File: src/rtl/cache_mem_arbiter_if.sv
// rtl/cache_mem_arbiter_if.sv - icache/dcache/memory bus bundle for the line-fill arbiter
interface cache_mem_arbiter_if #(
    parameter int ADDR_WIDTH = 32,
    parameter int LINE_WIDTH = 256
);
    logic                  i_read;
    logic [ADDR_WIDTH-1:0] i_addr;
    logic                  i_resp;
    logic [LINE_WIDTH-1:0] i_rdata;
    logic                  d_read;
    logic                  d_write;
    logic [ADDR_WIDTH-1:0] d_addr;
    logic [LINE_WIDTH-1:0] d_wdata;
    logic                  d_resp;
    logic [LINE_WIDTH-1:0] d_rdata;
    logic                  mem_read;
    logic                  mem_write;
    logic [ADDR_WIDTH-1:0] mem_addr;
    logic [LINE_WIDTH-1:0] mem_wdata;
    logic                  mem_ready;
    logic                  mem_resp;
    logic [LINE_WIDTH-1:0] mem_rdata;

    // Arbiter side
    modport slave (
        input  i_read, i_addr, d_read, d_write, d_addr, d_wdata,
        input  mem_ready, mem_resp, mem_rdata,
        output i_resp, i_rdata, d_resp, d_rdata,
        output mem_read, mem_write, mem_addr, mem_wdata
    );

    // Cache and memory side
    modport master (
        output i_read, i_addr, d_read, d_write, d_addr, d_wdata,
        output mem_ready, mem_resp, mem_rdata,
        input  i_resp, i_rdata, d_resp, d_rdata,
        input  mem_read, mem_write, mem_addr, mem_wdata
    );
endinterface

File: src/rtl/cache_mem_arbiter.sv
// rtl/cache_mem_arbiter.sv - round-robin icache/dcache arbiter onto a single memory port
module cache_mem_arbiter #(
    parameter int ADDR_WIDTH = 32,
    parameter int LINE_WIDTH = 256
) (
    input  logic               clk,
    input  logic               rst,
    cache_mem_arbiter_if.slave bus
);
    typedef enum logic [1:0] {S_IDLE, S_ISSUE, S_WAIT, S_RESP} state_t;

    state_t                state_q, state_d;
    logic                  grant_d_q, grant_d_d;     // 1: dcache owns the transaction
    logic                  op_wr_q, op_wr_d;
    logic                  last_d_q, last_d_d;       // 1: dcache was granted most recently
    logic [ADDR_WIDTH-1:0] addr_q, addr_d;
    logic [LINE_WIDTH-1:0] wdata_q, wdata_d;
    logic [LINE_WIDTH-1:0] rdata_q, rdata_d;
    logic                  mem_read_q, mem_read_d;
    logic                  mem_write_q, mem_write_d;
    logic                  i_resp_q, i_resp_d;
    logic                  d_resp_q, d_resp_d;

    logic req_i, req_d, pick_d, pick_wr;

    // Simultaneous requests go to whichever side did not win last time.
    assign req_i   = bus.i_read;
    assign req_d   = bus.d_read | bus.d_write;
    assign pick_d  = req_d & (~req_i | ~last_d_q);
    assign pick_wr = pick_d & bus.d_write;          // read+write together counts as a write

    assign bus.mem_read  = mem_read_q;
    assign bus.mem_write = mem_write_q;
    assign bus.mem_addr  = addr_q;
    assign bus.mem_wdata = wdata_q;
    assign bus.i_resp    = i_resp_q;
    assign bus.d_resp    = d_resp_q;
    assign bus.i_rdata   = rdata_q;
    assign bus.d_rdata   = rdata_q;

    // Next-state and registered-output computation for the transaction FSM
    always_comb begin
        state_d     = state_q;
        grant_d_d   = grant_d_q;
        op_wr_d     = op_wr_q;
        last_d_d    = last_d_q;
        addr_d      = addr_q;
        wdata_d     = wdata_q;
        rdata_d     = rdata_q;
        mem_read_d  = 1'b0;
        mem_write_d = 1'b0;
        i_resp_d    = 1'b0;
        d_resp_d    = 1'b0;
        case (state_q)
            S_IDLE: begin
                if (req_i || req_d) begin
                    grant_d_d   = pick_d;
                    last_d_d    = pick_d;
                    op_wr_d     = pick_wr;
                    addr_d      = pick_d ? bus.d_addr : bus.i_addr;
                    wdata_d     = pick_wr ? bus.d_wdata : '0;
                    mem_read_d  = ~pick_wr;
                    mem_write_d = pick_wr;
                    state_d     = S_ISSUE;
                end
            end
            S_ISSUE: begin
                if (bus.mem_ready) begin
                    state_d = S_WAIT;
                end else begin
                    mem_read_d  = mem_read_q;
                    mem_write_d = mem_write_q;
                end
            end
            S_WAIT: begin
                if (bus.mem_resp) begin
                    rdata_d  = bus.mem_rdata;
                    i_resp_d = ~grant_d_q;
                    d_resp_d = grant_d_q;
                    state_d  = S_RESP;
                end
            end
            S_RESP: begin
                state_d = S_IDLE;
            end
            default: begin
                state_d = S_IDLE;
            end
        endcase
    end

    // State registers; reset abandons any in-flight transaction
    always_ff @(posedge clk or posedge rst) begin
        if (rst) begin
            state_q     <= S_IDLE;
            grant_d_q   <= 1'b0;
            op_wr_q     <= 1'b0;
            last_d_q    <= 1'b1;
            addr_q      <= '0;
            wdata_q     <= '0;
            rdata_q     <= '0;
            mem_read_q  <= 1'b0;
            mem_write_q <= 1'b0;
            i_resp_q    <= 1'b0;
            d_resp_q    <= 1'b0;
        end else begin
            state_q     <= state_d;
            grant_d_q   <= grant_d_d;
            op_wr_q     <= op_wr_d;
            last_d_q    <= last_d_d;
            addr_q      <= addr_d;
            wdata_q     <= wdata_d;
            rdata_q     <= rdata_d;
            mem_read_q  <= mem_read_d;
            mem_write_q <= mem_write_d;
            i_resp_q    <= i_resp_d;
            d_resp_q    <= d_resp_d;
        end
    end
endmodule

File: src/flat_wrapper.sv
// flat-port wrapper written by rule: the top's interface ports become plain ports
module cache_mem_arbiter_flat 
#(
    parameter int ADDR_WIDTH = 32,
    parameter int LINE_WIDTH = 256
)
  (clk, rst, bus_i_read, bus_i_addr, bus_d_read, bus_d_write, bus_d_addr, bus_d_wdata, bus_mem_ready, bus_mem_resp, bus_mem_rdata, bus_i_resp, bus_i_rdata, bus_d_resp, bus_d_rdata, bus_mem_read, bus_mem_write, bus_mem_addr, bus_mem_wdata);
  cache_mem_arbiter_if #(.ADDR_WIDTH(ADDR_WIDTH), .LINE_WIDTH(LINE_WIDTH)) bus_i ();
  input  logic clk;
  input  logic rst;
  input wire logic [$bits(bus_i.i_read)-1:0] bus_i_read;
  input wire logic [$bits(bus_i.i_addr)-1:0] bus_i_addr;
  input wire logic [$bits(bus_i.d_read)-1:0] bus_d_read;
  input wire logic [$bits(bus_i.d_write)-1:0] bus_d_write;
  input wire logic [$bits(bus_i.d_addr)-1:0] bus_d_addr;
  input wire logic [$bits(bus_i.d_wdata)-1:0] bus_d_wdata;
  input wire logic [$bits(bus_i.mem_ready)-1:0] bus_mem_ready;
  input wire logic [$bits(bus_i.mem_resp)-1:0] bus_mem_resp;
  input wire logic [$bits(bus_i.mem_rdata)-1:0] bus_mem_rdata;
  output wire logic [$bits(bus_i.i_resp)-1:0] bus_i_resp;
  output wire logic [$bits(bus_i.i_rdata)-1:0] bus_i_rdata;
  output wire logic [$bits(bus_i.d_resp)-1:0] bus_d_resp;
  output wire logic [$bits(bus_i.d_rdata)-1:0] bus_d_rdata;
  output wire logic [$bits(bus_i.mem_read)-1:0] bus_mem_read;
  output wire logic [$bits(bus_i.mem_write)-1:0] bus_mem_write;
  output wire logic [$bits(bus_i.mem_addr)-1:0] bus_mem_addr;
  output wire logic [$bits(bus_i.mem_wdata)-1:0] bus_mem_wdata;
  assign bus_i.i_read = bus_i_read;
  assign bus_i.i_addr = bus_i_addr;
  assign bus_i.d_read = bus_d_read;
  assign bus_i.d_write = bus_d_write;
  assign bus_i.d_addr = bus_d_addr;
  assign bus_i.d_wdata = bus_d_wdata;
  assign bus_i.mem_ready = bus_mem_ready;
  assign bus_i.mem_resp = bus_mem_resp;
  assign bus_i.mem_rdata = bus_mem_rdata;
  assign bus_i_resp = bus_i.i_resp;
  assign bus_i_rdata = bus_i.i_rdata;
  assign bus_d_resp = bus_i.d_resp;
  assign bus_d_rdata = bus_i.d_rdata;
  assign bus_mem_read = bus_i.mem_read;
  assign bus_mem_write = bus_i.mem_write;
  assign bus_mem_addr = bus_i.mem_addr;
  assign bus_mem_wdata = bus_i.mem_wdata;
  cache_mem_arbiter #(.ADDR_WIDTH(ADDR_WIDTH), .LINE_WIDTH(LINE_WIDTH)) u_core (.clk(clk), .rst(rst), .bus(bus_i));
endmodule
File: config.mk
export PLATFORM = sky130hd
export DESIGN_NAME = cache_mem_arbiter_flat
export DESIGN_NICKNAME = d
export VERILOG_FILES = /design/src/rtl/cache_mem_arbiter_if.sv /design/src/rtl/cache_mem_arbiter.sv /design/src/flat_wrapper.sv
export SDC_FILE = /design/constraint.sdc
export NUM_CORES = 1
export LEC_CHECK = 0
export CORE_AREA = 2 2 542 544
export DETAILED_ROUTE_END_ITERATION = 6
export DIE_AREA = 0 0 544 546
export GPL_ROUTABILITY_DRIVEN = 0
export SLEW_MARGIN = 20
export SYNTH_ARGS = -nofsm -noshare
export SYNTH_HDL_FRONTEND = slang
export SYNTH_SLANG_ARGS = --single-unit
File: constraint.sdc
create_clock -name clk -period 32.3 [get_ports clk]
set_clock_uncertainty 0.05 [all_clocks]
set_input_delay 4.845 -clock clk [delete_from_list [all_inputs] [get_ports clk]]
set_output_delay 4.845 -clock clk [all_outputs]
set_load 0.005 [all_outputs]
## After elaboration in Yosys (flattened, before gate mapping)

Index checks and enable logic that the tools add are counted.

- Mux-type cells: 15
- Equality and inequality tests: 6
- Reduce and logical (&&, ||, !) cells: 5
- Bitwise gates (word level): 8

Operator list:

| operator | number |
|---|---|
| $mux W256 | 1 |
| $mux W32 | 1 |
| $pmux W2 S4 | 1 |
| $mux W1 | 7 |
| $mux W2 | 3 |
| $eq A2 B2 Y1 const B | 2 |
| $ne A2 B2 Y1 const B | 2 |
| $not A1 Y1 | 4 |
| $pmux W1 S2 | 2 |
| $reduce_and A2 Y1 | 2 |
| $reduce_and A3 Y1 | 1 |
| $and A1 B1 Y1 | 2 |
| $eq A2 B1 Y1 const B | 1 |
| $logic_not A2 Y1 | 1 |
| $ne A2 B1 Y1 const B | 1 |
| $or A1 B1 Y1 | 2 |
| $logic_or A1 B1 Y1 | 1 |

- Word-level logic and storage cells: 44
- Register bits: 552
- Bits of input ports: 583

## Depth between registers and ports, before layout

- Depth in word-level cells: 7
- Depth in mapped cells: 7
- Depth with buffers taken out: 5

## Worst setup path after synthesis

No wires, ideal clock.

- Path type: input -> register
- From: input bus_mem_resp
- To: register u_core.rdata_q[100], in the netlist u_core.bus.d_rdata[100]
- Arrival: 5753 ps
- Setup slack: 26373 ps
- Cell stages on the path: 4
- Data required time: 32125 ps
- Setup time: 125 ps
- Cells stage by stage: nand2_1 > clkbuf_1 > buf_2 > mux2_2

- Cells in the longest elaborated chain, start to end: 1

RTL lines:

| element | RTL line | RTL |
|---|---|---|
| start: declaration | flat_wrapper.sv:18 | `input wire logic [$bits(bus_i.mem_resp)-1:0] bus_mem_resp;` |
| $reduce_and A2 Y1 (no source line) | -- |  |
| end signal: assignment | cache_mem_arbiter.sv:113 | `rdata_q <= rdata_d;` |
| end: declaration | cache_mem_arbiter.sv:18 | `logic [LINE_WIDTH-1:0] rdata_q, rdata_d;` |

Every way passes these cells.
A chain may end at the register's enable or synchronous reset.

## Worst setup path in the final report

- From: input bus_mem_resp
- To: register u_core.rdata_q[37], in the netlist u_core.bus.d_rdata[37]

The elaborated chain is that of the path after synthesis.

==> flow_summary.ini <==
[drt]
vias = 18900
via_per_inst = 2.827
routed_wirelength_um = 201900
first_pass_iters = 5
drt_iter0_markers = 1176
drcViolationCount = 0
wl_per_cell_um = 30.20
ant_nets = 0

[setup_path]
crit_end = u_core.bus.d_rdata[37]
arrival_ps = 8530
reg2reg_to = u_core.bus.d_rdata[37]
timing.rr.start = u_core.state_q[0]
crit_path_max_fanout = 69
startpoint = bus_mem_resp
r2r_cells = 7
end_kind = register
cp-start-kind = input port
r2r_slack_ps = 28220
cp.required_ps = 32910
crit_type = in -> reg

[finish]
syn_to_final_growth_pct = 87.72
multiInputGateArea_um2 = 5932
fin_util_pct = 14.22
n_fill_cell = 32520
final_layout_size_suffix_gt1_share_pct = 15.06
layout_commonest_cell = clkdlybuf4s50_1
stdcell_area_um2 = 41540
final_cell_mix = 1,386 x clkdlybuf4s50_1, 551 x dfrtp_1, 258 x a22o_1, 258 x mux2_2, 82 x clkbuf_16
fin_nets = 3260
seq_area_um2 = 13810
fin_cells = 6684

[cts]
worstSkewPairLatency_ps = 750
htreeDepth = 3
cts_max_path_buffers = 4
clkTransAtPathRegs_ps = 60
hold_buffers = 0
cts_resized = 0
cts_root_buffer = clkbuf_16
cts_made_buffers = 81
cts_sinks = 552
post-cts-setup-buffers = 0
tritoncts = built

[pwr]
ir_drop_v = 0.00004987
power.density_nw_per_um2 = 110.7
p_leak_nw = 16.08

[timing]
post-route-period-util_pct = 24.51
drv_slew = 0
setup_tns_ps = 0
setup_viol = 0
max_slew.worst_pin.slew_ps = 1107
hold_viol = 0
relSlewSlack_pct = 26.19
timing.fmax_mhz = 126.3
fin_crit_ps = 7917
rsz0062_at_grt = no
setup_ws_ps = 24380

[synthesis]
synthCells = 1536
yosys_warnings = 0
synth_adder_area_share_pct = 0.1696
ys_ff_latch = 552
avgSynthCellArea_um2 = 14.41
yosysSeqAreaShare_pct = 62.42
muxShareOfSynthArea_pct = 14.58
synth_top_family_by_area = multiplexers
synth_nets = 2122
synth_cell_types = 23
synthSimpleGateAreaFrac_pct = 0.7011
synth_xor_area_share_pct = 0
synth_compound_area_share_pct = 11.22
netlist_area_um2 = 22130

[placement]
io_buffers = 1386
dpl.cell_count = 6509
pre_cts_ws_ps = 23530
dpl.hpwl_um = 178100
placed_area_um2 = 38710

[hold_path]
holdCritPathClass = reg -> reg

[run]
maxCapViolations = 0

[global_route]
antenna_found_initial = 177
grt_pass1_vias = 19210
grt-ovfl-total = 0
grt_first_pass_wirelength_um = 243700
grt_start_max_net_pins = 110
grt.total_usage_pct = 13.09

[floorplanning]
die_w_um = 544
io_pins = 1387
rows = 199
die_h_um = 546
die-area_um2 = 297000
start_util_pct = 7.577
core_um2 = 292100

[outcome]
status = finished, final reports clean
==> layer usage <==
metal  up-vias  wire length [um]  track usage, %
met1      9300             69890           13.37
met4       112              8042           4.383
li1       7561                 -               -
met2      1485             78050           17.99
met5         -               781          0.1461
met3       441             45090           13.10
==> per-stage QoR <==
| stage | hold WS, ps | power (mW) |
|---|---|---|
| after floorplan | 368.8 | 2.044 |
| after global placement | 411.7 | 3.685 |
| after detailed placement | 424.2 | 3.701 |
| after CTS | 442.6 | 4.684 |
| after global routing | 461.2 | 4.862 |
| final | 435.5 | 4.598 |
==> worst min-delay path by stage <==
stage,from,end,slack [ps],depth (start not counted)
after CTS,u_core.bus.mem_addr[24],u_core.bus.mem_addr[24],440,2
after global routing,u_core.bus.mem_addr[6],u_core.bus.mem_addr[6],460,2
after global placement,u_core.bus.mem_addr[20],u_core.bus.mem_addr[20],410,2
final,u_core.bus.mem_addr[24],u_core.bus.mem_addr[24],440,2
after floorplan,u_core.grant_d_q,u_core.bus.i_resp,370,1
after detailed placement,u_core.bus.mem_read,u_core.bus.mem_read,420,1
==> cells by family after synthesis <==
logic type | after synthesis
flops | 552
buf+inv | 356
compound gates | 296
mux | 290
simple gates | 39
fa+ha+maj | 3
==> layout make-up <==
class | count | area share (%)
diodes | 36 | 0.2169
clock buffers | 109 | 5.545
clock inverters | 29 | 0.9849
inverters | 4 | 0.05421
multi-input cells | 628 | 14.28
flip-flops and latches | 552 | 33.25
well taps | 3919 | 11.80
repair buffers | 1407 | 33.86
==> power by group <==
group / leakage, nW / switching, mW / internal (mW)
Clock: 1.32 / 0.374 / 0.564
Combinational: 7.87 / 1.10 / 1.22
Sequential: 6.89 / 0.299 / 1.05
==> state kept, by name, summed over array words and instances (netlist names) <==
signal / flops
u_core.last_d_q: 1
u_core.grant_d_q: 1
u_core.bus.mem_read: 1
u_core.state_q: 2
u_core.bus.mem_wdata: 256
u_core.bus.d_rdata: 256
u_core.bus.d_resp: 1
u_core.bus.mem_write: 1
u_core.bus.mem_addr: 32
u_core.bus.i_resp: 1
==> cell usage after synthesis, drive strengths merged <==
cell type  instances  area share, %
nor3               1          0.023
buf              343             11
a21o               1          0.034
ha                 3           0.17
a211oi             1          0.034
dfrtp            551             62
nand2             34           0.58
mux2             258             13
a221oi             1          0.040
nor2               1          0.017
a2bb2oi            1          0.040
o31ai              1          0.096
and3               2          0.057
dfstp              1           0.12
clkbuf             9           0.15
nor2b              1          0.028
o32a               1          0.045
inv                4          0.068
o21ai             32           0.72
a22o             258             10
mux2i             32            1.4
==> worst max-delay path, stage by stage <==
cell	delay (ps)
clkdlybuf4s50_1	470
nand2_4	450
buf_4	670
buf_4	650
buf_4	780
mux2_2	430
Note: power is estimated with default switching activity, not from simulation.
